### config.mk
export PLATFORM = sky130hd
export DESIGN_NAME = obi_copy_mgr
export DESIGN_NICKNAME = d
export VERILOG_FILES = /design/src/rtl/user_pkg.sv /design/src/rtl/obi_copy_mgr.sv
export SDC_FILE = /design/constraint.sdc
export NUM_CORES = 1
export LEC_CHECK = 0
export ABC_AREA = 1
export CAP_MARGIN = 5
export CELL_PAD_IN_SITES_DETAIL_PLACEMENT = 1
export CELL_PAD_IN_SITES_GLOBAL_PLACEMENT = 1
export CORE_UTILIZATION = 34
export DETAILED_ROUTE_END_ITERATION = 10
export PLACE_DENSITY = 0.8
export SLEW_MARGIN = 20
export SYNTH_ARGS = -nofsm -noshare
export SYNTH_HDL_FRONTEND = slang
export SYNTH_SLANG_ARGS = --single-unit
### constraint.sdc
create_clock -name clk_i -period 2.5 [get_ports clk_i]
set_clock_uncertainty 0.2 [all_clocks]
set_input_delay 0.5 -clock clk_i [delete_from_list [all_inputs] [get_ports clk_i]]
set_output_delay 0.5 -clock clk_i [all_outputs]
set_load 0.01 [all_outputs]
### src/rtl/user_pkg.sv
// Shared types for the OBI copy manager: manager-port request/response structs,
// the word stride and the copy FSM state encoding.
package user_pkg;

  localparam int unsigned ObiAddrWidth = 32;
  localparam int unsigned ObiDataWidth = 32;
  localparam int unsigned ObiIdWidth   = 1;
  localparam int unsigned WordStride   = 4;

  typedef struct packed {
    logic [ObiAddrWidth-1:0]   addr;
    logic                      we;
    logic [ObiDataWidth/8-1:0] be;
    logic [ObiDataWidth-1:0]   wdata;
    logic [ObiIdWidth-1:0]     aid;
  } mgr_obi_a_chan_t;

  typedef struct packed {
    logic            req;
    mgr_obi_a_chan_t a;
  } mgr_obi_req_t;

  typedef struct packed {
    logic [ObiDataWidth-1:0] rdata;
    logic                    err;
  } mgr_obi_r_chan_t;

  typedef struct packed {
    logic            gnt;
    logic            rvalid;
    mgr_obi_r_chan_t r;
  } mgr_obi_rsp_t;

  typedef enum logic [2:0] {
    IDLE    = 3'd0,
    RD_REQ  = 3'd1,
    RD_WAIT = 3'd2,
    WR_REQ  = 3'd3,
    WR_WAIT = 3'd4
  } copy_state_e;

endpackage

### src/rtl/obi_copy_mgr.sv
// OBI manager copy engine: moves len_i words from src to dst, one read then one
// write per word, with a single transaction outstanding at any time.
module obi_copy_mgr
  import user_pkg::*;
#(
  parameter int unsigned AddrWidth = ObiAddrWidth,
  parameter int unsigned DataWidth = ObiDataWidth,
  parameter int unsigned LenWidth  = 16
) (
  input  logic                 clk_i,
  input  logic                 rst_ni,
  output mgr_obi_req_t         obi_req_o,
  input  mgr_obi_rsp_t         obi_rsp_i,
  input  logic                 start_i,
  input  logic [AddrWidth-1:0] src_addr_i,
  input  logic [AddrWidth-1:0] dst_addr_i,
  input  logic [LenWidth-1:0]  len_i,
  output logic                 busy_o,
  output logic                 done_o,
  output logic                 err_o
);

  localparam logic [AddrWidth-1:0] Stride = AddrWidth'(WordStride);

  copy_state_e          state_q, state_d;
  logic [AddrWidth-1:0] src_ptr_q, src_ptr_d;
  logic [AddrWidth-1:0] dst_ptr_q, dst_ptr_d;
  logic [LenWidth-1:0]  remaining_q, remaining_d;
  logic [DataWidth-1:0] data_q, data_d;
  logic                 done_q, done_d;
  logic                 err_q, err_d;

  // Word alignment is forced, so the two low address bits are deliberately dropped.
  logic unused_addr_lsbs;
  assign unused_addr_lsbs = ^{src_addr_i[1:0], dst_addr_i[1:0]};

  always_comb begin
    // NOTE: every target gets a default first, so no path can infer a latch.
    state_d     = state_q;
    src_ptr_d   = src_ptr_q;
    dst_ptr_d   = dst_ptr_q;
    remaining_d = remaining_q;
    data_d      = data_q;
    done_d      = done_q;
    err_d       = err_q;

    unique case (state_q)
      IDLE: begin
        if (start_i) begin
          src_ptr_d   = {src_addr_i[AddrWidth-1:2], 2'b00};
          dst_ptr_d   = {dst_addr_i[AddrWidth-1:2], 2'b00};
          remaining_d = len_i;
          err_d       = 1'b0;
          if (len_i == '0) begin
            done_d = 1'b1;
          end else begin
            done_d  = 1'b0;
            state_d = RD_REQ;
          end
        end
      end
      RD_REQ: begin
        if (obi_rsp_i.gnt) state_d = RD_WAIT;
      end
      RD_WAIT: begin
        if (obi_rsp_i.rvalid) begin
          if (obi_rsp_i.r.err) begin
            state_d = IDLE;
            done_d  = 1'b1;
            err_d   = 1'b1;
          end else begin
            data_d  = obi_rsp_i.r.rdata;
            state_d = WR_REQ;
          end
        end
      end
      WR_REQ: begin
        if (obi_rsp_i.gnt) state_d = WR_WAIT;
      end
      WR_WAIT: begin
        if (obi_rsp_i.rvalid) begin
          if (obi_rsp_i.r.err) begin
            state_d = IDLE;
            done_d  = 1'b1;
            err_d   = 1'b1;
          end else begin
            src_ptr_d   = src_ptr_q + Stride;
            dst_ptr_d   = dst_ptr_q + Stride;
            remaining_d = remaining_q - LenWidth'(1);
            if (remaining_q == LenWidth'(1)) begin
              state_d = IDLE;
              done_d  = 1'b1;
            end else begin
              state_d = RD_REQ;
            end
          end
        end
      end
      default: state_d = IDLE;
    endcase
  end

  // Request fields come straight from state and registers, so they hold stable until gnt.
  always_comb begin
    obi_req_o = '0;
    if (state_q == RD_REQ) begin
      obi_req_o.req    = 1'b1;
      obi_req_o.a.addr = src_ptr_q;
      obi_req_o.a.be   = '1;
    end else if (state_q == WR_REQ) begin
      obi_req_o.req     = 1'b1;
      obi_req_o.a.we    = 1'b1;
      obi_req_o.a.addr  = dst_ptr_q;
      obi_req_o.a.be    = '1;
      obi_req_o.a.wdata = data_q;
    end
  end

  // NOTE: sequential state uses non-blocking assignments only.
  always_ff @(posedge clk_i or negedge rst_ni) begin
    if (!rst_ni) begin
      state_q     <= IDLE;
      src_ptr_q   <= '0;
      dst_ptr_q   <= '0;
      remaining_q <= '0;
      data_q      <= '0;
      done_q      <= 1'b0;
      err_q       <= 1'b0;
    end else begin
      state_q     <= state_d;
      src_ptr_q   <= src_ptr_d;
      dst_ptr_q   <= dst_ptr_d;
      remaining_q <= remaining_d;
      data_q      <= data_d;
      done_q      <= done_d;
      err_q       <= err_d;
    end
  end

  assign busy_o = (state_q != IDLE);
  assign done_o = done_q;
  assign err_o  = err_q;

endmodule

==> impl_results.md <==
* Final setup viols at 0
* Placeable Area at 22570 µm²
* Synth area leader: dfrtp_1
* Multi-input gate area at 4359 µm²
* Placed Cells at 1705
* Port buffer count at 184
* Post-Route WL at 29.66 mm
* DRC at 0
* Post-detail-place hpwl at 21.98 mm
* PwrDens at 1217 nW/µm²
* Tot GR Track Use at 0.2604
* Max Cap Viol at 0
* Initial antenna violation count at 0
* Critical-path maximum fanout at 15
* Die Width at 153.4 µm
* Worst-margin pin slew at 0.6058 ns
* Fin. Hold Viols at 0
* Die height at 153.4 µm
* FILL cells at 2974
* Avg Inst Size Synth at 6.208 µm²
* Hold/Removal Path Class: register to register
* Max Fclk at 407.9 MHz
* Area Overhead vs Synth at 35.91%
* Clock Latency Late Sink at 0.43 ns
* Post-synth top flop: dfrtp_1
* Final setup margin at 0.04821 ns
* FF/Latch Area at 2828 µm²
* End-of-flow core utilization at 0.4695
* TritonCTS Buffers at 17
* Nets@finish at 1564
* CTS tree: done
* Total negative slack at 0 ns
* Starting Density at 0.3455
* I/O pin count at 192
* Synth Register Bits at 113
* Top-area cell type share of the netlist area at 0.3626
* H-tree depth at 4
* Worst slack, placed at 0.02022 ns
* Largest net degree at the start of global routing at 82
* Clk Tree Root Cell: clkbuf_16
* DRT iter0 DRCs at 540
* Rel. slew slack at 0.5961
* Peak VDD IR at 0.0005123 V
* Post-synth EDFFs at 0
* Number of global-route vias before repair at 9158
* Ys async rst share at 1.000
* Tcrit/Tclk final at 0.9807
* Final Critical Period at 2.452 ns
* Via-to-Cell Ratio at 5.133
* Gate Count Post-Synth at 1256
* Worst EP required at 1.80 ns
* Status: finished clean
* Via Count at 8931
* Global-route wire length before repair at 48.18 mm
* Crit end category: output pin
* Placer Congestion at 0.8986
* Die area at 23540 µm²
* Layout cell share with drive strength beyond 1 at 0.1065
* Wire per inst at 17.05 µm
* CTS Sinks at 113
* WS Path Type: register to output pin
* Worst EP arrival at 1.75 ns
* Mapped cell area at 7797 µm²
* Antenna cells at 0
* Hold Slack at 0.3024 ns
* Startpoint types: register
* Max-slew violations at 0
* Grt total ovfl at 0
* Num rows at 55
* Reg clk slew, reported paths at 0.06 ns
* Clock Tree Buf Depth at 2
* Register area share after synthesis at 0.3626
* Distinct cells, synth at 33
* Leakage at 4.931 nW
* TritonRoute pass-1 iters at 5
* Ranking of synthesized cells by area: dfrtp_1 (36%), nand2_1 (18%), nor2_1 (14%)
* Post-DRT Antenna Nets at 0
* Yosys Warn Count at 0
* Layout Cells excl Fill at 1740
[synthesized netlist by cell type, types with 3 or more instances]
master / instances
ha_1: 4
a21oi_1: 64
nand2_4: 3
o21ai_0: 65
o21ai_1: 3
buf_2: 22
nor2_2: 3
nand4_1: 6
nand3_1: 105
buf_6: 3
nor2_1: 293
nand2_1: 366
dfrtp_1: 113
a31oi_1: 4
inv_1: 118
clkbuf_1: 16
xor2_1: 4
o211ai_1: 6
buf_4: 12
o22ai_1: 28
[logic make-up (layout without fill, tap and decap cells)]
| logic type | count (synthesis) | count (layout) | share of synthesized area |
|---|---|---|---|
| AOI/OAI and AO/OA | 172 | 172 | 0.1183 |
| other | 1 | 3 | 0.0004809 |
| adders and majority gates | 4 | 4 | 0.006419 |
| and+or+nand+nor | 784 | 784 | 0.4089 |
| buffers and inverters | 177 | 374 | 0.09772 |
| DFF | 113 | 113 | 0.3626 |
| xor gates and xnor gates | 5 | 5 | 0.005616 |
[power by group]
group | leakage [nW] | internal [mW] | switching, mW | total, mW
clock network | 0.283 | 1.40 | 1.04 | 2.44
logic | 3.33 | 2.50 | 4.33 | 6.83
registers | 1.32 | 2.76 | 0.868 | 3.63
[worst paths after layout]
kind | from | endpoint | slack, ns | depth (start not counted)
setup reg to reg | dst_ptr_q[2]$_DFFE_PN0P_ | dst_ptr_q[30]$_DFFE_PN0P_ | 0.35 | 11
min in group asynchronous | rst_ni | dst_ptr_q[23]$_DFFE_PN0P_ | 0.33 | 2
hold / removal | done_o$_DFFE_PN0P_ | done_o$_DFFE_PN0P_ | 0.30 | 2
max in group asynchronous | rst_ni | state_q[1]$_DFFE_PN0P_ | 1.19 | 3
hold reg to reg | done_o$_DFFE_PN0P_ | done_o$_DFFE_PN0P_ | 0.30 | 2
setup / recovery | state_q[2]$_DFFE_PN0P_ | obi_req_o[7] | 0.05 | 6
[repair_timing]
item	in CTS	in global routing
endpoints found under the hold margin	19	0
pin swaps	1	1
setup buffers	1	0
endpoints found under the setup margin	65	61
cloned	1	0
gates resized for setup	132	94
hold buffers	1	0
[layout by cell type, fill, tap and decap left out, types with 6 or more instances in the layout]
cell,Yosys,final
nor2_1,293,289
buf_4,12,27
dlygate4sd2_1,0,11
o22ai_1,28,11
dfrtp_1,113,113
o22ai_2,0,17
clkdlybuf4s50_1,0,114
buf_2,22,22
o21ai_0,65,65
nand3_1,105,105
clkdlybuf4s15_1,0,12
nand2_1,366,363
clkbuf_2,2,23
inv_6,0,6
nand4_1,6,6
clkbuf_16,0,17
a21oi_1,64,64
buf_12,0,9
inv_1,118,117
o211ai_1,6,6
[critical path, cell delays in order, from the launching register on]
cell and delay [ns]:
dfrtp_1 0.41, nor2_4 0.18, nand2_4 0.09, buf_12 0.16, buf_12 0.15, nor2_1 0.08, clkdlybuf4s15_1 0.24
[cell type report]
cell class	instances	share of cell area
inverters	120	0.04274
multi-input cells	968	0.4113
repair buffers	222	0.1913
clock inverters	15	0.01405
clock buffers	17	0.04014
flip-flops and latches	113	0.2668
well taps	285	0.03365
[registers in the layout, summed over array words and instances, names as in the netlist]
signal,flops
data_q,32
done_o,1
dst_ptr_q,30
err_o,1
remaining_q,16
src_ptr_q,30
state_q,3
[through the flow]
step	total power, mW	cell area [µm²]
2_1_floorplan	7.561	7805
3_3_place_gp	10.25	10060
3_5_place_dp	10.49	10060
4_1_cts	12.94	10730
5_1_grt	13.92	10600
6_report	12.90	10600
[metal layers]
metal | global-route usage | wire length [µm]
met5 | 0 | 0
met4 | 0.07381 | 702
met3 | 0.05302 | 1622
met2 | 0.4347 | 14000
met1 | 0.3403 | 13330
(Power assumes the default switching activity.)
